`config.mk`:
```
export PLATFORM = sky130hd
export DESIGN_NAME = switch_capture_debounce_flat
export DESIGN_NICKNAME = d
export VERILOG_FILES = /design/src/rtl/switch_capture_pkg.sv /design/src/rtl/switch_capture_debounce_if.sv /design/src/rtl/switch_capture_debounce_cell.sv /design/src/rtl/switch_capture_debounce.sv /design/src/flat_wrapper.sv
export SDC_FILE = /design/constraint.sdc
export NUM_CORES = 1
export LEC_CHECK = 0
export ABC_CLOCK_PERIOD_IN_PS = 6900
export CAP_MARGIN = 30
export CELL_PAD_IN_SITES_DETAIL_PLACEMENT = 1
export CELL_PAD_IN_SITES_GLOBAL_PLACEMENT = 2
export CORE_MARGIN = 2
export CORE_UTILIZATION = 41
export DETAILED_ROUTE_END_ITERATION = 6
export PLACE_DENSITY = 0.91
export RECOVER_POWER = 25
export SETUP_SLACK_MARGIN = 0.1
export SKIP_LAST_GASP = 1
export SLEW_MARGIN = 15
export SYNTH_ARGS = -nofsm -noshare
export SYNTH_HDL_FRONTEND = slang
export SYNTH_SLANG_ARGS = --single-unit
```
`constraint.sdc`:
```
create_clock -name clk -period 6.9 [get_ports clk]
set_clock_uncertainty 0.2 [all_clocks]
set_input_delay 0.69 -clock clk [delete_from_list [all_inputs] [get_ports clk]]
set_output_delay 0.69 -clock clk [all_outputs]
set_load 0.005 [all_outputs]
```
`src/rtl/switch_capture_pkg.sv`:
```
// Shared constants for the switch capture front end: press FSM encodings,
// default sizing and the reset value of the held display word.
package switch_capture_pkg;

  localparam int DEF_WIDTH           = 10;
  localparam int DEF_DEBOUNCE_CYCLES = 500000;
  localparam int DEF_CNT_W           = 20;

  localparam logic [1:0] ST_IDLE = 2'd0;
  localparam logic [1:0] ST_LOAD = 2'd1;
  localparam logic [1:0] ST_HELD = 2'd2;

  typedef enum logic [1:0] {
    IDLE = ST_IDLE,
    LOAD = ST_LOAD,
    HELD = ST_HELD
  } press_state_t;

  // Every bit of the held word resets to this level.
  localparam logic VALUE_RST_BIT = 1'b0;

endpackage

```
`src/rtl/switch_capture_debounce_if.sv`:
```
// Board-side bundle of the switch capture stage: raw switch/key inputs, the
// held display word with its load strobe, debounced levels and FSM state.
interface switch_capture_debounce_if #(parameter int WIDTH = 10);

  // No valid/ready pair here: value is always valid, and load_pulse is high
  // for exactly the one cycle in which value first shows a new word.
  logic [WIDTH-1:0] sw_in;
  logic             key_n;
  logic [WIDTH-1:0] value;
  logic             load_pulse;
  logic [WIDTH-1:0] sw_stable;
  logic             key_pressed;
  logic [1:0]       state;

  modport master (
    output sw_in, key_n,
    input  value, load_pulse, sw_stable, key_pressed, state
  );

  modport slave (
    input  sw_in, key_n,
    output value, load_pulse, sw_stable, key_pressed, state
  );

endinterface

```
`src/rtl/switch_capture_debounce_cell.sv`:
```
// Two-flop synchroniser followed by a whole-bus debouncer: one candidate
// register and one saturating counter shared by all W bits.
module debounce_cell #(
  parameter int W      = 1,
  parameter int CYCLES = 4,
  parameter int CNT_W  = 20
) (
  input  logic         clk,
  input  logic         rst,
  input  logic [W-1:0] d,
  output logic [W-1:0] q
);

  localparam logic [CNT_W-1:0] LAST = CNT_W'(CYCLES - 1);

  logic [W-1:0]     sync1;
  logic [W-1:0]     sync2;
  logic [W-1:0]     cand;
  logic [CNT_W-1:0] cnt;
  logic [CNT_W-1:0] cnt_inc;

  assign cnt_inc = cnt + CNT_W'(1);

  // The candidate is accepted on the edge where the count reaches LAST, so
  // the counter clears there and can never run past LAST or wrap.
  always_ff @(posedge clk or posedge rst) begin
    if (rst) begin
      sync1 <= '0;
      sync2 <= '0;
      cand  <= '0;
      cnt   <= '0;
      q     <= '0;
    end else begin
      sync1 <= d;
      sync2 <= sync1;
      if (sync2 != cand) begin
        cand <= sync2;
        cnt  <= '0;
      end else if (cand != q) begin
        if (cnt_inc == LAST) begin
          q   <= cand;
          cnt <= '0;
        end else begin
          cnt <= cnt_inc;
        end
      end else begin
        cnt <= '0;
      end
    end
  end

endmodule

```
`src/rtl/switch_capture_debounce.sv`:
```
// Debounces the slide switches and KEY, and latches the stable switch word
// into value once per debounced press. SWITCH_CAPTURE_AUTO_LOAD_EN also
// reloads value on every debounced switch change.
module switch_capture_debounce
  import switch_capture_pkg::*;
#(
  parameter int WIDTH           = DEF_WIDTH,
  parameter int DEBOUNCE_CYCLES = DEF_DEBOUNCE_CYCLES,
  parameter int CNT_W           = DEF_CNT_W
) (
  input logic                     clk,
  input logic                     rst,
  switch_capture_debounce_if.slave bus
);

  logic [WIDTH-1:0] sw_stable;
  logic             key_raw;
  logic             key_pressed;
  logic [WIDTH-1:0] value;
  logic             load_pulse;
  logic             load_en;
  logic             load_req;
  press_state_t     state;
  press_state_t     state_nxt;

  debounce_cell #(.W(WIDTH), .CYCLES(DEBOUNCE_CYCLES), .CNT_W(CNT_W)) u_sw_db (
    .clk (clk),
    .rst (rst),
    .d   (bus.sw_in),
    .q   (sw_stable)
  );

  // Inverting ahead of the synchroniser is equivalent to syncing key_n from
  // a reset level of 1 and inverting after it.
  assign key_raw = ~bus.key_n;

  debounce_cell #(.W(1), .CYCLES(DEBOUNCE_CYCLES), .CNT_W(CNT_W)) u_key_db (
    .clk (clk),
    .rst (rst),
    .d   (key_raw),
    .q   (key_pressed)
  );

  always_ff @(posedge clk or posedge rst) begin
    if (rst) state <= IDLE;
    else     state <= state_nxt;
  end

  always_comb begin
    state_nxt = state;
    load_en   = 1'b0;
    case (state)
      IDLE: if (key_pressed) state_nxt = LOAD;
      LOAD: begin
        load_en   = 1'b1;
        state_nxt = HELD;
      end
      HELD: if (!key_pressed) state_nxt = IDLE;
      default: state_nxt = IDLE;
    endcase
  end

`ifdef SWITCH_CAPTURE_AUTO_LOAD_EN
  logic [WIDTH-1:0] sw_prev;

  always_ff @(posedge clk or posedge rst) begin
    if (rst) sw_prev <= '0;
    else     sw_prev <= sw_stable;
  end

  // A key load and an auto load landing together merge into one strobe.
  assign load_req = load_en | (sw_prev != sw_stable);
`else
  assign load_req = load_en;
`endif

  always_ff @(posedge clk or posedge rst) begin
    if (rst) begin
      value      <= {WIDTH{VALUE_RST_BIT}};
      load_pulse <= 1'b0;
    end else begin
      load_pulse <= load_req;
      if (load_req) value <= sw_stable;
    end
  end

  assign bus.value       = value;
  assign bus.load_pulse  = load_pulse;
  assign bus.sw_stable   = sw_stable;
  assign bus.key_pressed = key_pressed;
  assign bus.state       = state;

endmodule

```
`src/flat_wrapper.sv`:
```
// flat-port wrapper written by rule: the top's interface ports become plain ports
module switch_capture_debounce_flat import switch_capture_pkg::*;
#(
  parameter int WIDTH           = DEF_WIDTH,
  parameter int DEBOUNCE_CYCLES = DEF_DEBOUNCE_CYCLES,
  parameter int CNT_W           = DEF_CNT_W
)
  (clk, rst, bus_sw_in, bus_key_n, bus_value, bus_load_pulse, bus_sw_stable, bus_key_pressed, bus_state);
  switch_capture_debounce_if #(.WIDTH(WIDTH)) bus_i ();
  input logic clk;
  input logic rst;
  input wire logic [$bits(bus_i.sw_in)-1:0] bus_sw_in;
  input wire logic [$bits(bus_i.key_n)-1:0] bus_key_n;
  output wire logic [$bits(bus_i.value)-1:0] bus_value;
  output wire logic [$bits(bus_i.load_pulse)-1:0] bus_load_pulse;
  output wire logic [$bits(bus_i.sw_stable)-1:0] bus_sw_stable;
  output wire logic [$bits(bus_i.key_pressed)-1:0] bus_key_pressed;
  output wire logic [$bits(bus_i.state)-1:0] bus_state;
  assign bus_i.sw_in = bus_sw_in;
  assign bus_i.key_n = bus_key_n;
  assign bus_value = bus_i.value;
  assign bus_load_pulse = bus_i.load_pulse;
  assign bus_sw_stable = bus_i.sw_stable;
  assign bus_key_pressed = bus_i.key_pressed;
  assign bus_state = bus_i.state;
  switch_capture_debounce #(.WIDTH(WIDTH), .DEBOUNCE_CYCLES(DEBOUNCE_CYCLES), .CNT_W(CNT_W)) u_core (.clk(clk), .rst(rst), .bus(bus_i));
endmodule
```
==> metrics <==
Synth Area in Simple Gates 0.199; Syn-to-layout area delta 15.7%; CTS tree yes; GPL Wtd Cong 0.873; share of post-route cells with drive strength above 1 0.123; Final Total Pwr 1.03 mW; Antenna diodes 0; Pins Over Slew Limit between 40 and 50; DIE WIDTH ~110 um; final core occ 0.492; Worst setup EP type flip-flop; XOR/XNOR Fraction of Synth Area 0.109; die area approximately 0.012 mm^2; Synth warnings 0; clk_lat worst skew 0.38 ns; status finished, violations left; DR WL/cell around 17 um; worst hold slack 0.159 ns; Startpoint Class flip-flop; CTS max path bufs 2; maximum clock rate ~280 MHz; Crit Path Max Fanout 13; Residual DRC 0; MaxCap Viol Count 1; first-pass detailed-route iteration total 4; Tmin final between 3 and 4 ns; #FFs+latches synth 97; Leak ~2.1 nW; core area roughly 0.010 mm^2; CP required about 7 ns; synthesized cell area between 0.004 and 0.005 mm^2; dpl hpwl 6.91 mm; endpoints failing hold 0; Mean Syn Cell Area ~11 um^2; cts hold-fix bufs 0; Initial Utilization 0.425; CP Data Arrival Time approximately 3.7 ns; post-synthesis adder-cell area fraction 0.0170; Syn Inst Count 397; PortBufs 36; post-synthesis mux area share 0.0536; final setup violation count 0; min-delay worst type reg -> reg; clock sink count 97; area of the multi-input gates between 0.0015 and 0.002 mm^2; Finished Cell Area about 0.0051 mm^2; slew margin rel. -0.188; CTS root buf clkbuf_8; Worst-path clk slew around 0.10 ns; final period utilization 0.525; predominant post-synthesis flop cell dfrtp_1; initial drt markers approximately 140; vias per std cell ~5.4; Worst VDD drop 0.170 mV; depth of the CTS H-tree 3; Worst Tran Pin Value 1.77 ns; Final ANT Viol Nets 0; post-cts gate resize count 0; Final TNS setup 0 ns; asr flop ratio synth 1.00; GRT Total Usage 0.183; post-synth net total 416; Filler cells ~1100; grt total ovfl 0; Ports 37; Setup CP Type reg -> reg; Yosys cell types between 40 and 50; Pwr Density roughly 200 mW/mm^2; initial antenna violation count 0; post-CTS setup buffers 0; sequential share of the synthesized area 0.550; Post-synth EDFFs 0; RSZ-0062 raised after global routing false; Row Count 37; first-pass GRT wire length around 16 mm; Final #Nets about 450; routed via count slightly above 3000; vias in the first global route roughly 3200; Seq. cell area 0.00243 mm^2; Num CTS Buffers 9; post-synthesis compound-gate area fraction 0.0360; overall routed net length 9.62 mm; Die Height 108 um; Post-DP Area 0.00486 mm^2; violated checks capacitance limit, slew limit; largest net degree at the start of global routing 58; largest family of logic cells by synthesized area simple AND/OR/NAND/NOR gates
## kinds of logic after synthesis
group | after synthesis
AOI/OAI and AO/OA | 22
xor gates and xnor gates | 55
DFF | 97
and+or+nand+nor | 161
buffers and inverters | 35
muxes | 21
adders and majority gates | 6
## final timing paths
path	from	endpoint	slack (ns)	cells after the start
worst min-delay path	u_core.u_sw_db.sync1[9]$_DFF_PP0_	u_core.u_sw_db.sync2[9]$_DFF_PP0_	0.16	0
max in group asynchronous	rst	u_core.u_sw_db.cnt[4]$_DFF_PP0_	4.07	3
worst max-delay path	u_core.u_key_db.cnt[0]$_DFF_PP0_	u_core.u_key_db.cnt[18]$_DFF_PP0_	3.28	7
worst max register to register	u_core.u_key_db.cnt[0]$_DFF_PP0_	u_core.u_key_db.cnt[18]$_DFF_PP0_	3.28	7
min in group asynchronous	rst	u_core.bus.value[3]$_DFFE_PP0P_	0.99	2
worst min register to register	u_core.u_sw_db.sync1[9]$_DFF_PP0_	u_core.u_sw_db.sync2[9]$_DFF_PP0_	0.16	0
## Yosys cell counts, types with 2 or more instances
library cell | n | area (um^2)
dfrtp_1 | 97 | 2430
nor2_1 | 41 | 154
xnor2_1 | 35 | 307
mux2_2 | 21 | 236
nand4_1 | 21 | 131
xor2_1 | 20 | 175
clkbuf_1 | 19 | 71.3
nand2_1 | 19 | 71.3
nand3_1 | 19 | 95.1
nor3_1 | 16 | 80.1
inv_1 | 11 | 41.3
nor3b_1 | 9 | 67.6
nor4_1 | 9 | 56.3
ha_1 | 6 | 75.1
and3_1 | 5 | 31.3
and4_1 | 3 | 26.3
buf_2 | 3 | 15.0
o21a_1 | 3 | 22.5
o21ai_0 | 3 | 15.0
or4_1 | 3 | 22.5
nand3b_1 | 2 | 15.0
nand4b_1 | 2 | 17.5
o211ai_1 | 2 | 15.0
o31ai_1 | 2 | 15.0
or3_2 | 2 | 15.0
## state kept, by name, indices dropped and copies added (netlist names)
signal                 count
u_core.u_key_db.sync1      1
u_core.u_sw_db.cand       10
u_core.u_sw_db.q          10
u_core.u_key_db.cand       1
u_core.u_sw_db.cnt        20
u_core.bus.state           2
u_core.u_sw_db.sync2      10
u_core.u_sw_db.sync1      10
u_core.u_key_db.sync2      1
u_core.u_key_db.q          1
u_core.u_key_db.cnt       20
u_core.bus.value          10
u_core.bus.load_pulse      1
## cell usage in the layout (no fill, tap or decap), types with 10 or more instances in the layout
| cell | count |
|---|---|
| dfrtp_1 | 97 |
| nor2_1 | 41 |
| xnor2_1 | 35 |
| clkdlybuf4s50_1 | 24 |
| nand4_1 | 21 |
| mux2_2 | 21 |
| xor2_1 | 20 |
| nand3_1 | 19 |
| nand2_1 | 19 |
| nor3_1 | 16 |
| dlygate4sd3_1 | 12 |
| inv_1 | 10 |
## metal layers
metal,wire length (um),track usage,vias up
met1,4270,0.235,1567
met4,165,0.0586,0
met3,342,0.0484,14
met2,4840,0.300,45
li1,-,-,1434
met5,0,0,-
## power breakdown
group	total (mW)	leakage [nW]	switching, mW	internal (mW)
registers	0.587	1.28	0.00836	0.578
logic	0.0324	0.713	0.0199	0.0124
clock network	0.406	0.114	0.225	0.181
total	1.03	2.10	0.253	0.772
## cell type report
type	count	area share
multi-input combinational	265	0.359
sequential	97	0.475
clock inverter	7	0.0211
timing repair buffer	42	0.0789
inverter	11	0.00833
tap	136	0.0333
clock buffer	9	0.0243
## critical path: stages, from the launching register on
cell and delay (ns):
dfrtp_1 0.52, ha_1 0.49, nand3b_1 0.13, a2111oi_0 0.58, o2111ai_1 0.33, o31ai_1 0.81, buf_4 0.29, o21ba_2 0.17
## per-stage QoR
step | setup slack, ns | cells
after floorplan | 3.48 | 397
after global placement | 3.62 | 549
final | 3.28 | 567
after global routing | 3.02 | 567
after detailed placement | 3.42 | 549
after CTS | 3.32 | 565
No activity file was read; power rests on OpenSTA's default activity.
